--- src/rtl/ctrl_pkg.sv ---
// Shared types and encodings for the multi-cycle RV32I control FSM.
// Latency: none (types and pure functions only).
// Backpressure: not applicable.
package ctrl_pkg;

  typedef enum logic [2:0] {
    S_IDLE   = 3'd0,
    S_FETCH  = 3'd1,
    S_DECODE = 3'd2,
    S_EXEC   = 3'd3,
    S_MEM    = 3'd4,
    S_WB     = 3'd5,
    S_HALT   = 3'd6
  } state_t;

  // Supported major opcodes
  localparam logic [6:0] OP_R      = 7'b0110011;
  localparam logic [6:0] OP_LOAD   = 7'b0000011;
  localparam logic [6:0] OP_IMM    = 7'b0010011;
  localparam logic [6:0] OP_STORE  = 7'b0100011;
  localparam logic [6:0] OP_BRANCH = 7'b1100011;
  localparam logic [6:0] OP_JAL    = 7'b1101111;
  localparam logic [6:0] OP_LUI    = 7'b0110111;
  localparam logic [6:0] OP_AUIPC  = 7'b0010111;

  // pc_src encodings
  localparam logic [1:0] PC_PLUS4 = 2'b00;
  localparam logic [1:0] PC_IMM   = 2'b01;

  // wb_sel encodings
  localparam logic [1:0] WB_ALU = 2'b00;
  localparam logic [1:0] WB_MEM = 2'b01;
  localparam logic [1:0] WB_PC4 = 2'b10;
  localparam logic [1:0] WB_IMM = 2'b11;

  // alu_op encodings that the FSM forces itself
  localparam logic [3:0] ALU_ADD = 4'b0000;
  localparam logic [3:0] ALU_SUB = 4'b0001;

  // JALR, SYSTEM and anything unknown fall through to illegal
  function automatic logic op_supported(input logic [6:0] op);
    case (op)
      OP_R, OP_LOAD, OP_IMM, OP_STORE,
      OP_BRANCH, OP_JAL, OP_LUI, OP_AUIPC: return 1'b1;
      default:                             return 1'b0;
    endcase
  endfunction

  // Immediate ALU ops only honour instr[30] for the shift-right pair (funct3=101);
  // for every other funct3 that bit is immediate data, not an opcode modifier.
  function automatic logic [3:0] imm_alu_op(input logic [3:0] fn);
    return {fn[3:1], (fn[3:1] == 3'b101) ? fn[0] : 1'b0};
  endfunction

endpackage

--- src/rtl/mem_wait_timer.sv ---
// Counts memory wait cycles and flags the cycle on which the wait budget runs out.
// Latency: expired is combinational in the TIMEOUT-th consecutive wait cycle.
// Backpressure: none; clr wins over cnt_en, TIMEOUT=0 never expires.
module mem_wait_timer #(
  parameter int TIMEOUT = 255
) (
  input  logic clk,
  input  logic rst_n,
  input  logic clr,
  input  logic cnt_en,
  output logic expired
);

  localparam int W = (TIMEOUT < 2) ? 1 : $clog2(TIMEOUT);
  localparam logic [W-1:0] LAST = W'(TIMEOUT - 1);

  logic [W-1:0] cnt;

  // Wait-cycle counter: cleared between requests and on every completion
  always_ff @(posedge clk or negedge rst_n) begin
    if (!rst_n) begin
      cnt <= '0;
    end else if (clr) begin
      cnt <= '0;
    end else if (cnt_en && (TIMEOUT != 0)) begin
      cnt <= cnt + 1'b1;
    end
  end

  // cnt already holds TIMEOUT-1 completed waits, so this wait is the last allowed
  assign expired = (TIMEOUT != 0) && cnt_en && (cnt == LAST);

endmodule

--- src/rtl/multicycle_controller.sv ---
// Multi-cycle RV32I control FSM: fetch, decode, execute, memory, write-back.
// Latency: branch 3, ALU/lui/auipc/jal/store 4, load 5 cycles plus memory waits.
// Backpressure: mem_req holds until mem_ready; wait overrun halts with fault.
module multicycle_controller
  import ctrl_pkg::*;
#(
  parameter int CNT_W   = 32,
  parameter int TIMEOUT = 255
) (
  input  logic             clk,
  input  logic             rst_n,
  input  logic             run,
  input  logic [6:0]       opcode,
  input  logic [3:0]       func,
  input  logic             branch_taken,
  input  logic             mem_ready,
  output logic             mem_req,
  output logic             mem_we,
  output logic             mem_sel_data,
  output logic             ir_we,
  output logic             pc_we,
  output logic [1:0]       pc_src,
  output logic             alu_src_a,
  output logic             alu_src_b,
  output logic [3:0]       alu_op,
  output logic             rf_we,
  output logic [1:0]       wb_sel,
  output logic             illegal,
  output logic             fault,
  output logic [CNT_W-1:0] instret,
  output logic [2:0]       state
);

  state_t           state_q;
  logic [6:0]       op_q;
  logic [3:0]       func_q;
  logic             illegal_q;
  logic             fault_q;
  logic [CNT_W-1:0] instret_q;

  logic wait_clr;
  logic wait_cnt_en;
  logic wait_expired;

  // Instruction class of the decoded (registered) opcode
  logic is_r, is_imm, is_load, is_store, is_branch, is_jal, is_lui, is_auipc;
  assign is_r      = (op_q == OP_R);
  assign is_imm    = (op_q == OP_IMM);
  assign is_load   = (op_q == OP_LOAD);
  assign is_store  = (op_q == OP_STORE);
  assign is_branch = (op_q == OP_BRANCH);
  assign is_jal    = (op_q == OP_JAL);
  assign is_lui    = (op_q == OP_LUI);
  assign is_auipc  = (op_q == OP_AUIPC);

  // Counter is held at zero outside the two memory states, so every entry starts fresh
  assign wait_clr    = !((state_q == S_FETCH) || (state_q == S_MEM)) || mem_ready;
  assign wait_cnt_en = mem_req && !mem_ready;

  mem_wait_timer #(
    .TIMEOUT (TIMEOUT)
  ) u_wait (
    .clk     (clk),
    .rst_n   (rst_n),
    .clr     (wait_clr),
    .cnt_en  (wait_cnt_en),
    .expired (wait_expired)
  );

  // State sequencing, decode capture, sticky flags and retirement count
  always_ff @(posedge clk or negedge rst_n) begin
    if (!rst_n) begin
      state_q   <= S_IDLE;
      op_q      <= '0;
      func_q    <= '0;
      illegal_q <= 1'b0;
      fault_q   <= 1'b0;
      instret_q <= '0;
    end else begin
      if (pc_we) begin
        instret_q <= instret_q + CNT_W'(1);
      end
      case (state_q)
        S_IDLE: begin
          if (run) state_q <= S_FETCH;
        end
        S_FETCH: begin
          if (mem_ready) begin
            state_q <= S_DECODE;
          end else if (wait_expired) begin
            state_q <= S_HALT;
            fault_q <= 1'b1;
          end
        end
        S_DECODE: begin
          op_q   <= opcode;
          func_q <= func;
          if (op_supported(opcode)) begin
            state_q <= S_EXEC;
          end else begin
            state_q   <= S_HALT;
            illegal_q <= 1'b1;
          end
        end
        S_EXEC: begin
          if (is_load || is_store) state_q <= S_MEM;
          else if (is_branch)      state_q <= run ? S_FETCH : S_IDLE;
          else                     state_q <= S_WB;
        end
        S_MEM: begin
          if (mem_ready) begin
            if (is_store) state_q <= run ? S_FETCH : S_IDLE;
            else          state_q <= S_WB;
          end else if (wait_expired) begin
            state_q <= S_HALT;
            fault_q <= 1'b1;
          end
        end
        S_WB: begin
          state_q <= run ? S_FETCH : S_IDLE;
        end
        S_HALT: begin
          state_q <= S_HALT;
        end
        default: begin
          state_q <= S_IDLE;
        end
      endcase
    end
  end

  // Datapath strobes decoded from state and decoded class; ready/taken gate same-cycle
  always_comb begin
    mem_req      = 1'b0;
    mem_we       = 1'b0;
    mem_sel_data = 1'b0;
    ir_we        = 1'b0;
    pc_we        = 1'b0;
    pc_src       = PC_PLUS4;
    alu_src_a    = 1'b0;
    alu_src_b    = 1'b0;
    alu_op       = ALU_ADD;
    rf_we        = 1'b0;
    wb_sel       = WB_ALU;
    case (state_q)
      S_FETCH: begin
        mem_req = 1'b1;
        ir_we   = mem_ready;
      end
      S_EXEC: begin
        if (is_r) begin
          alu_op = func_q;
        end else if (is_imm) begin
          alu_src_b = 1'b1;
          alu_op    = imm_alu_op(func_q);
        end else if (is_load || is_store) begin
          alu_src_b = 1'b1;
          alu_op    = ALU_ADD;
        end else if (is_auipc) begin
          alu_src_a = 1'b1;
          alu_src_b = 1'b1;
          alu_op    = ALU_ADD;
        end else if (is_branch) begin
          alu_op = ALU_SUB;
          pc_we  = 1'b1;
          pc_src = branch_taken ? PC_IMM : PC_PLUS4;
        end
      end
      S_MEM: begin
        mem_req      = 1'b1;
        mem_sel_data = 1'b1;
        mem_we       = is_store;
        if (mem_ready && is_store) begin
          pc_we  = 1'b1;
          pc_src = PC_PLUS4;
        end
      end
      S_WB: begin
        rf_we = 1'b1;
        pc_we = 1'b1;
        if (is_load) begin
          wb_sel = WB_MEM;
        end else if (is_jal) begin
          wb_sel = WB_PC4;
          pc_src = PC_IMM;
        end else if (is_lui) begin
          wb_sel = WB_IMM;
        end
      end
      default: begin
      end
    endcase
  end

  assign illegal = illegal_q;
  assign fault   = fault_q;
  assign instret = instret_q;
  assign state   = state_q;

endmodule

--- config.mk ---
export PLATFORM = sky130hd
export DESIGN_NAME = multicycle_controller
export DESIGN_NICKNAME = d
export VERILOG_FILES = /design/src/rtl/ctrl_pkg.sv /design/src/rtl/mem_wait_timer.sv /design/src/rtl/multicycle_controller.sv
export SDC_FILE = /design/constraint.sdc
export NUM_CORES = 1
export LEC_CHECK = 0
export ABC_AREA = 1
export CAP_MARGIN = 30
export CORE_ASPECT_RATIO = 1.1
export CORE_MARGIN = 2
export CORE_UTILIZATION = 30
export CTS_BUF_LIST = sky130_fd_sc_hd__clkbuf_4
export DETAILED_ROUTE_END_ITERATION = 10
export SLEW_MARGIN = 25
export SYNTH_ARGS = -nofsm -noshare
export SYNTH_HDL_FRONTEND = slang
export SYNTH_SLANG_ARGS = --single-unit
--- constraint.sdc ---
create_clock -name clk -period 2.1 [get_ports clk]
set_input_delay 0.42 -clock clk [delete_from_list [all_inputs] [get_ports clk]]
set_output_delay 0.42 -clock clk [all_outputs]
set_load 0.005 [all_outputs]
==> impl_metrics.py, run 1 <==
metrics = {
    "clocking": {
        "cts.sinks": 56,
        "cts-buffers-inserted": 5,
        "cts_tree": "done",
        "cts_max_level": 2,
        "clk_pin_slew_ns": 0.18,
        "cts-root-buf": "clkbuf_4",
        "clock_latency_ns": 0.39,
        "clockBufferDepth": 2,
    },
    "routing": {
        "drt-total-wl_um": 9840,
        "detail-route-antenna-nets": 0,
        "drt_iter0_drc": 149,
        "routed_via_density": 4.64,
        "drc_errors": 0,
        "num_vias": 3520,
        "firstDrtPassIters": 4,
        "wire_per_inst_um": 13.0,
    },
    "job": {
        "max_cap_violations": 0,
    },
    "global_route": {
        "met1_usage": 0.205,
        "grt_max_degree": 57,
        "busiest_layer": "met2",
        "gr-total-overflow": 0,
        "gr-usage-met3": 0.0343,
        "grt_pass1_wl_um": 16500,
        "grtUsageMet2": 0.273,
        "first_global_vias": 3500,
        "antenna_found_initial": 0,
        "grt_usage": 0.159,
    },
    "synthesis": {
        "synth_ff_type": "dfrtp_1",
        "synthArstFlopShare": 1.00,
        "ys.warnings.count": 0,
        "synth_cell_types": 28,
        "avgSynthCellArea_um2": 6.93,
        "synth.cell_area_um2": 3520,
        "synth_edf_count": 0,
        "syn_nets": 527,
        "synth-seq-cells": 56,
        "syn_inst": 508,
        "seq_area_frac_synth": 0.398,
    },
    "layout": {
        "finalNetCount": 627,
        "drive_above_1_share": 0.176,
        "final_util": 0.424,
        "design_area_um2": 4850,
        "syn_to_final_growth_pct": 37.8,
        "nFillCells": 1159,
        "most-common-layout-cells": "nand2_1 (170), nor2_1 (65), inv_1 (55), dfrtp_1 (54), clkdlybuf4s50_1 (51)",
        "antennaDiodeCount": 0,
        "final_common_cell": "nand2_1",
    },
    "timing": {
        "final.setup.worst_slack_ns": -0.00875,
        "drv_slew": 0,
        "fin_skew_ns": 0.0114,
        "fin_crit_ns": 2.11,
        "setup_viol": 1,
        "hold_viol_final": 0,
        "clock.fmax_mhz": 474,
        "rsz0062_at_grt": "true",
        "period_share": 1.00,
    },
    "power": {
        "power_frac_seq": 0.398,
        "p_per_area_nw_per_um2": 773,
        "switchingPower_mw": 1.51,
        "switching_share": 0.403,
        "leakage_nw": 2.14,
        "power_frac_comb": 0.435,
        "pwr-share-clk": 0.167,
        "finalPower_mw": 3.75,
        "p_int_mw": 2.24,
        "vdd.ir_drop.worst_mv": 0.482,
    },
    "critical_path": {
        "start_kind": "register",
        "required_ns": 1.68,
        "crit_fanout": 5,
        "path_class": "reg -> out",
        "crit_chain": "nor2_4 > nand2_4 > buf_4 > nor4_2 > clkdlybuf4s15_1",
        "cpPeakStageDelay_ns": 0.44,
        "arrival_ns": 1.69,
        "cp_slowest_cell": "dfrtp_1",
        "crit_path_end_kind": "output pin",
    },
    "placed_design": {
        "portBuffers": 67,
        "gp_routability_congestion": 0.867,
        "hpwl_um": 7190,
        "placement.setup.worst_slack_ns": -0.0650,
        "placed_area_um2": 4420,
    },
    "run_status": {
        "status": "complete, but fails checks",
        "failed_checks": "negative setup slack",
    },
    "die": {
        "dieArea_um2": 12600,
        "core_um2": 11400,
        "die_x_um": 107,
        "num_rows": 41,
        "num_io_pins": 69,
        "initial_utilization": 0.308,
        "die_h_um": 118,
    },
    "min_path": {
        "hold_path.class": "reg -> reg",
    },
}
-- final timing paths --
kind,slack [ns],startpoint,endpoint,cells past startpoint
min in group asynchronous,0.54,rst_n,instret[3]$_DFFE_PN0P_,3
worst min register to register,0.50,fault$_DFFE_PN0P_,fault$_DFFE_PN0P_,2
max in group asynchronous,1.30,rst_n,instret[27]$_DFFE_PN0P_,3
worst max register to register,0.20,op_q[2]$_DFFE_PN0P_,instret[7]$_DFFE_PN0P_,9
worst max-delay path,-0.009,op_q[2]$_DFFE_PN0P_,mem_we,5
worst min-delay path,0.50,fault$_DFFE_PN0P_,fault$_DFFE_PN0P_,2
-- cell type report --
type                       instances  area [um^2]  share of cell area
clock inverter                     3         46.3             0.00955
inverter                          64          248              0.0511
sequential                        56         1400               0.290
clock buffer                       5         37.5             0.00774
timing repair buffer             103          945               0.195
multi-input combinational        378         1980               0.408
tap                              150          188              0.0387
-- synthesized netlist by cell type (all sizes together) (3+ instances only) --
cell	instances	area share
nand4	17	0.030
buf	8	0.021
o21ai	29	0.041
nor3	6	0.010
nor2	75	0.083
xor2	27	0.067
dfrtp	56	0.40
inv	64	0.068
ha	3	0.011
a21oi	8	0.011
nand2	181	0.20
nand3	24	0.043
-- routing by layer --
layer | vias to the layer above | share of wire | wire length (um)
met5 | - | 0 | 0
met4 | 0 | 0.011 | 113
met3 | 11 | 0.058 | 566
met2 | 103 | 0.49 | 4820
met1 | 1628 | 0.44 | 4340
li1 | 1778 | - | -
-- critical path: cells and delay by family (launching register included) --
family / cells / cell delay [ns]
buf+inv: 2 / 0.41
flops: 1 / 0.44
simple gates: 3 / 0.45
-- power groups by stage --
stage	logic (mW)	clock network [mW]	registers [mW]
global placement	1.16	0	1.45
detailed placement	1.18	0	1.46
floorplan	0.711	0	1.44
global route	1.79	0.701	1.51
CTS	1.45	0.647	1.46
finish	1.63	0.626	1.49
-- registers in the layout (all words and copies together), names as in the netlist --
| name | count |
|---|---|
| func_q | 4 |
| state | 3 |
| illegal | 1 |
| u_wait.cnt | 8 |
| fault | 1 |
| instret | 32 |
| op_q | 7 |
-- stage by stage --
stage | hold slack, ns | std cells | setup TNS (ns)
after floorplan | 0.124 | 508 | 0
after global placement | 0.447 | 730 | -0.110
after detailed placement | 0.450 | 730 | -0.259
after CTS | 0.498 | 755 | -0.182
after global routing | 0.536 | 759 | -0.737
final | 0.496 | 759 | -0.00875
-- repair_timing --
action | CTS | global route
endpoints found under the hold margin | 1 | 0
cloned | 0 | 0
buffers inserted | 17 | 4
hold buffers | 1 | 0
pin swaps | 15 | 13
endpoints found under the setup margin | 15 | 12
gates resized for setup | 79 | 30
-- logic make-up (layout without fill, tap and decap cells) --
group                      count (synthesis)  count (layout)  synth area share
adders and majority gates                  3               3            0.0107
and+or+nand+nor                          306             306             0.369
other                                      1               1           0.00107
DFF                                       56              56             0.398
xor gates and xnor gates                  29              29            0.0722
AOI/OAI and AO/OA                         39              39            0.0573
buffers and inverters                     74             175            0.0914
Note: power is estimated with default switching activity, not from simulation.
==> inputs of run 2 (changes only) <==
CORE_UTILIZATION = 28   (was 30)
PLACE_DENSITY_LB_ADDON = 0.1   (was unset)
==> run 2 against run 1 <==
The flow still finishes with violations (negative setup slack). Critical path depth is 2 higher. Sequential cell count stayed put. Core utilization decreased by 2.2 points. Global-route usage decreased by 0.87 points. Via count decreased by 1.5%. Setup slack worse by 0.025 ns. First-iteration DRC count down 24%. Power is 0.13% higher. Non-clock buffer count increased by 7. Critical path type unchanged. Largest power group unchanged.
==> impl_metrics.py, run 2 (synthesis gave the netlist of run 1 again) <==
metrics = {
    "timing": {
        "rsz0062_at_grt": "true",
        "setup_viol": 4,
        "final.setup.worst_slack_ns": -0.0342,
        "hold_viol_final": 0,
        "fin_skew_ns": 0.0183,
        "fin_crit_ns": 2.13,
        "clock.fmax_mhz": 469,
        "period_share": 1.02,
        "drv_slew": 0,
        "finalSetupTns_ns": -0.103,
        "holdWs_ns": 0.454,
    },
    "critical_path": {
        "start_kind": "register",
        "crit_chain": "nor2_4 > nand2_4 > buf_6 > nor2_4 > nand3_2 > a21oi_2 > buf_2",
        "crit_family": "simple AND/OR/NAND/NOR gates",
        "rrSetupSlack_ns": 0.24,
        "critPathBufInv": 2,
        "reg2reg_from": "op_q[2]$_DFFE_PN0P_",
        "path_class": "reg -> out",
        "required_ns": 1.68,
        "worst_r2r_endpoint": "instret[11]$_DFFE_PN0P_",
        "critPathLaunch": "op_q[2]$_DFFE_PN0P_",
        "cpPeakStageDelay_ns": 0.45,
        "cp_common_cell": "nor2_4",
        "r2r_cells": 9,
        "arrival_ns": 1.71,
        "crit_path_end_kind": "output pin",
        "cp_slowest_cell": "dfrtp_1",
        "crit_fanout": 4,
    },
    "layout": {
        "syn_to_final_growth_pct": 38.5,
        "finalNetCount": 634,
        "final_common_cell": "nand2_1",
        "finalNonFillerCells": 770,
        "antennaDiodeCount": 0,
        "most-common-layout-cells": "nand2_1 (173), nor2_1 (67), inv_1 (54), dfrtp_1 (53), clkdlybuf4s50_1 (52)",
        "final_util": 0.401,
        "drive_above_1_share": 0.174,
        "design_area_um2": 4870,
        "largest_register_ffs": 32,
    },
    "routing": {
        "detail-route-antenna-nets": 0,
        "routed_via_density": 4.50,
        "num_vias": 3466,
        "drc_errors": 0,
        "wire_per_inst_um": 12.9,
        "firstDrtPassIters": 6,
        "drt-total-wl_um": 9950,
        "drt_iter0_drc": 113,
    },
    "clocking": {
        "clk_pin_slew_ns": 0.17,
        "clock_latency_ns": 0.39,
        "clockBufferDepth": 2,
        "cts_max_level": 2,
        "cts-root-buf": "clkbuf_4",
        "cts_tree": "done",
        "cts.sinks": 56,
        "cts-buffers-inserted": 5,
    },
    "global_route": {
        "first_global_vias": 3390,
        "antenna_found_initial": 0,
        "grt_max_degree": 52,
        "gr-total-overflow": 0,
        "grt_pass1_wl_um": 16500,
        "grt_usage": 0.150,
    },
    "die": {
        "die_h_um": 122,
        "dieArea_um2": 13500,
        "core_um2": 12100,
        "num_io_pins": 69,
        "die_x_um": 111,
        "initial_utilization": 0.290,
        "num_rows": 42,
    },
    "placed_design": {
        "placed_area_um2": 4410,
        "gp_routability_congestion": 0.915,
        "portBuffers": 67,
        "hpwl_um": 7490,
        "post-place-cells": 733,
        "placement.setup.worst_slack_ns": -0.0478,
    },
    "power": {
        "power_frac_comb": 0.444,
        "finalPower_mw": 3.75,
        "leakage_nw": 2.18,
        "pwr-share-clk": 0.163,
        "vdd.ir_drop.worst_mv": 0.543,
        "p_int_mw": 2.27,
        "switching_share": 0.394,
        "power_frac_seq": 0.393,
        "p_per_area_nw_per_um2": 770,
        "switchingPower_mw": 1.48,
    },
    "run_status": {
        "status": "complete, but fails checks",
        "failed_checks": "negative setup slack",
    },
    "job": {
        "max_cap_violations": 0,
    },
    "min_path": {
        "hold_path.class": "in -> async",
    },
}
run 2: cell count changes in the layout (fill, tap and decap cells not counted), sizes merged:
cell / before / now
buf: 46 / 54
dlygate4sd2: 4 / 1
clkinv: 0 / 2
dlymetal6s2s: 0 / 2
clkdlybuf4s15: 1 / 0
clkdlybuf4s50: 51 / 52
clkinvlp: 1 / 0
inv: 65 / 64
run 2: timing repair:
action                                 in CTS  in global routing
gates resized for setup                    86                 15
buffers inserted                           21                  8
pin swaps                                  20                 14
hold buffers                                1                  0
endpoints found under the hold margin      15                  0
setup endpoints to repair                  15                 13
run 2: worst max path at each step:
stage	depth (start not counted)	end	slack [ns]
final	7	wb_sel[0]	-0.03
after floorplan	6	pc_we	0.51
after global placement	4	pc_we	-0.04
after global routing	7	wb_sel[0]	-0.16
after detailed placement	4	pc_we	-0.05
after CTS	4	ir_we	-0.05
run 2: power by group through the flow:
stage | Sequential, mW | Combinational (mW) | Clock [mW]
2_1_floorplan | 1.44 | 0.711 | 0
6_report | 1.48 | 1.67 | 0.612
3_5_place_dp | 1.46 | 1.18 | 0
3_3_place_gp | 1.46 | 1.17 | 0
4_1_cts | 1.46 | 1.56 | 0.646
5_1_grt | 1.50 | 1.84 | 0.687
run 2: area by class of cell:
class	count	area, um^2
fill	1299	7270
multi-input combinational	378	1950
sequential	56	1410
timing repair buffer	110	997
inverter	64	248
tap	154	193
clock inverter	3	42.5
clock buffer	5	37.5
run 2: worst register-to-register path, cell delays in order (launching register included):
cell and delay (ns):
dfrtp_1 0.45, nor2_4 0.15, nand2_4 0.08, buf_6 0.14
nor3_4 0.11, nand3_2 0.12, nand3_4 0.10, buf_4 0.43
nand2_1 0.11, o21ai_1 0.09
run 2: layer usage:
metal  global-route usage  up-vias  part of all wire  wire [um]
li1                     -     1796                 -          -
met1                0.184     1578              0.45       4500
met2                0.267       77              0.49       4840
met3               0.0299       15             0.039        392
met4               0.0508        0             0.021        208
met5                    0        -                 0          0
==> inputs of run 3 (changes only) <==
CTS_CLUSTER_DIAMETER = 40   (was unset)
TNS_END_PERCENT = 100   (was unset)
==> results of run 3 <==
No change in the layout: final DEF, timing and power equal those of run 2.
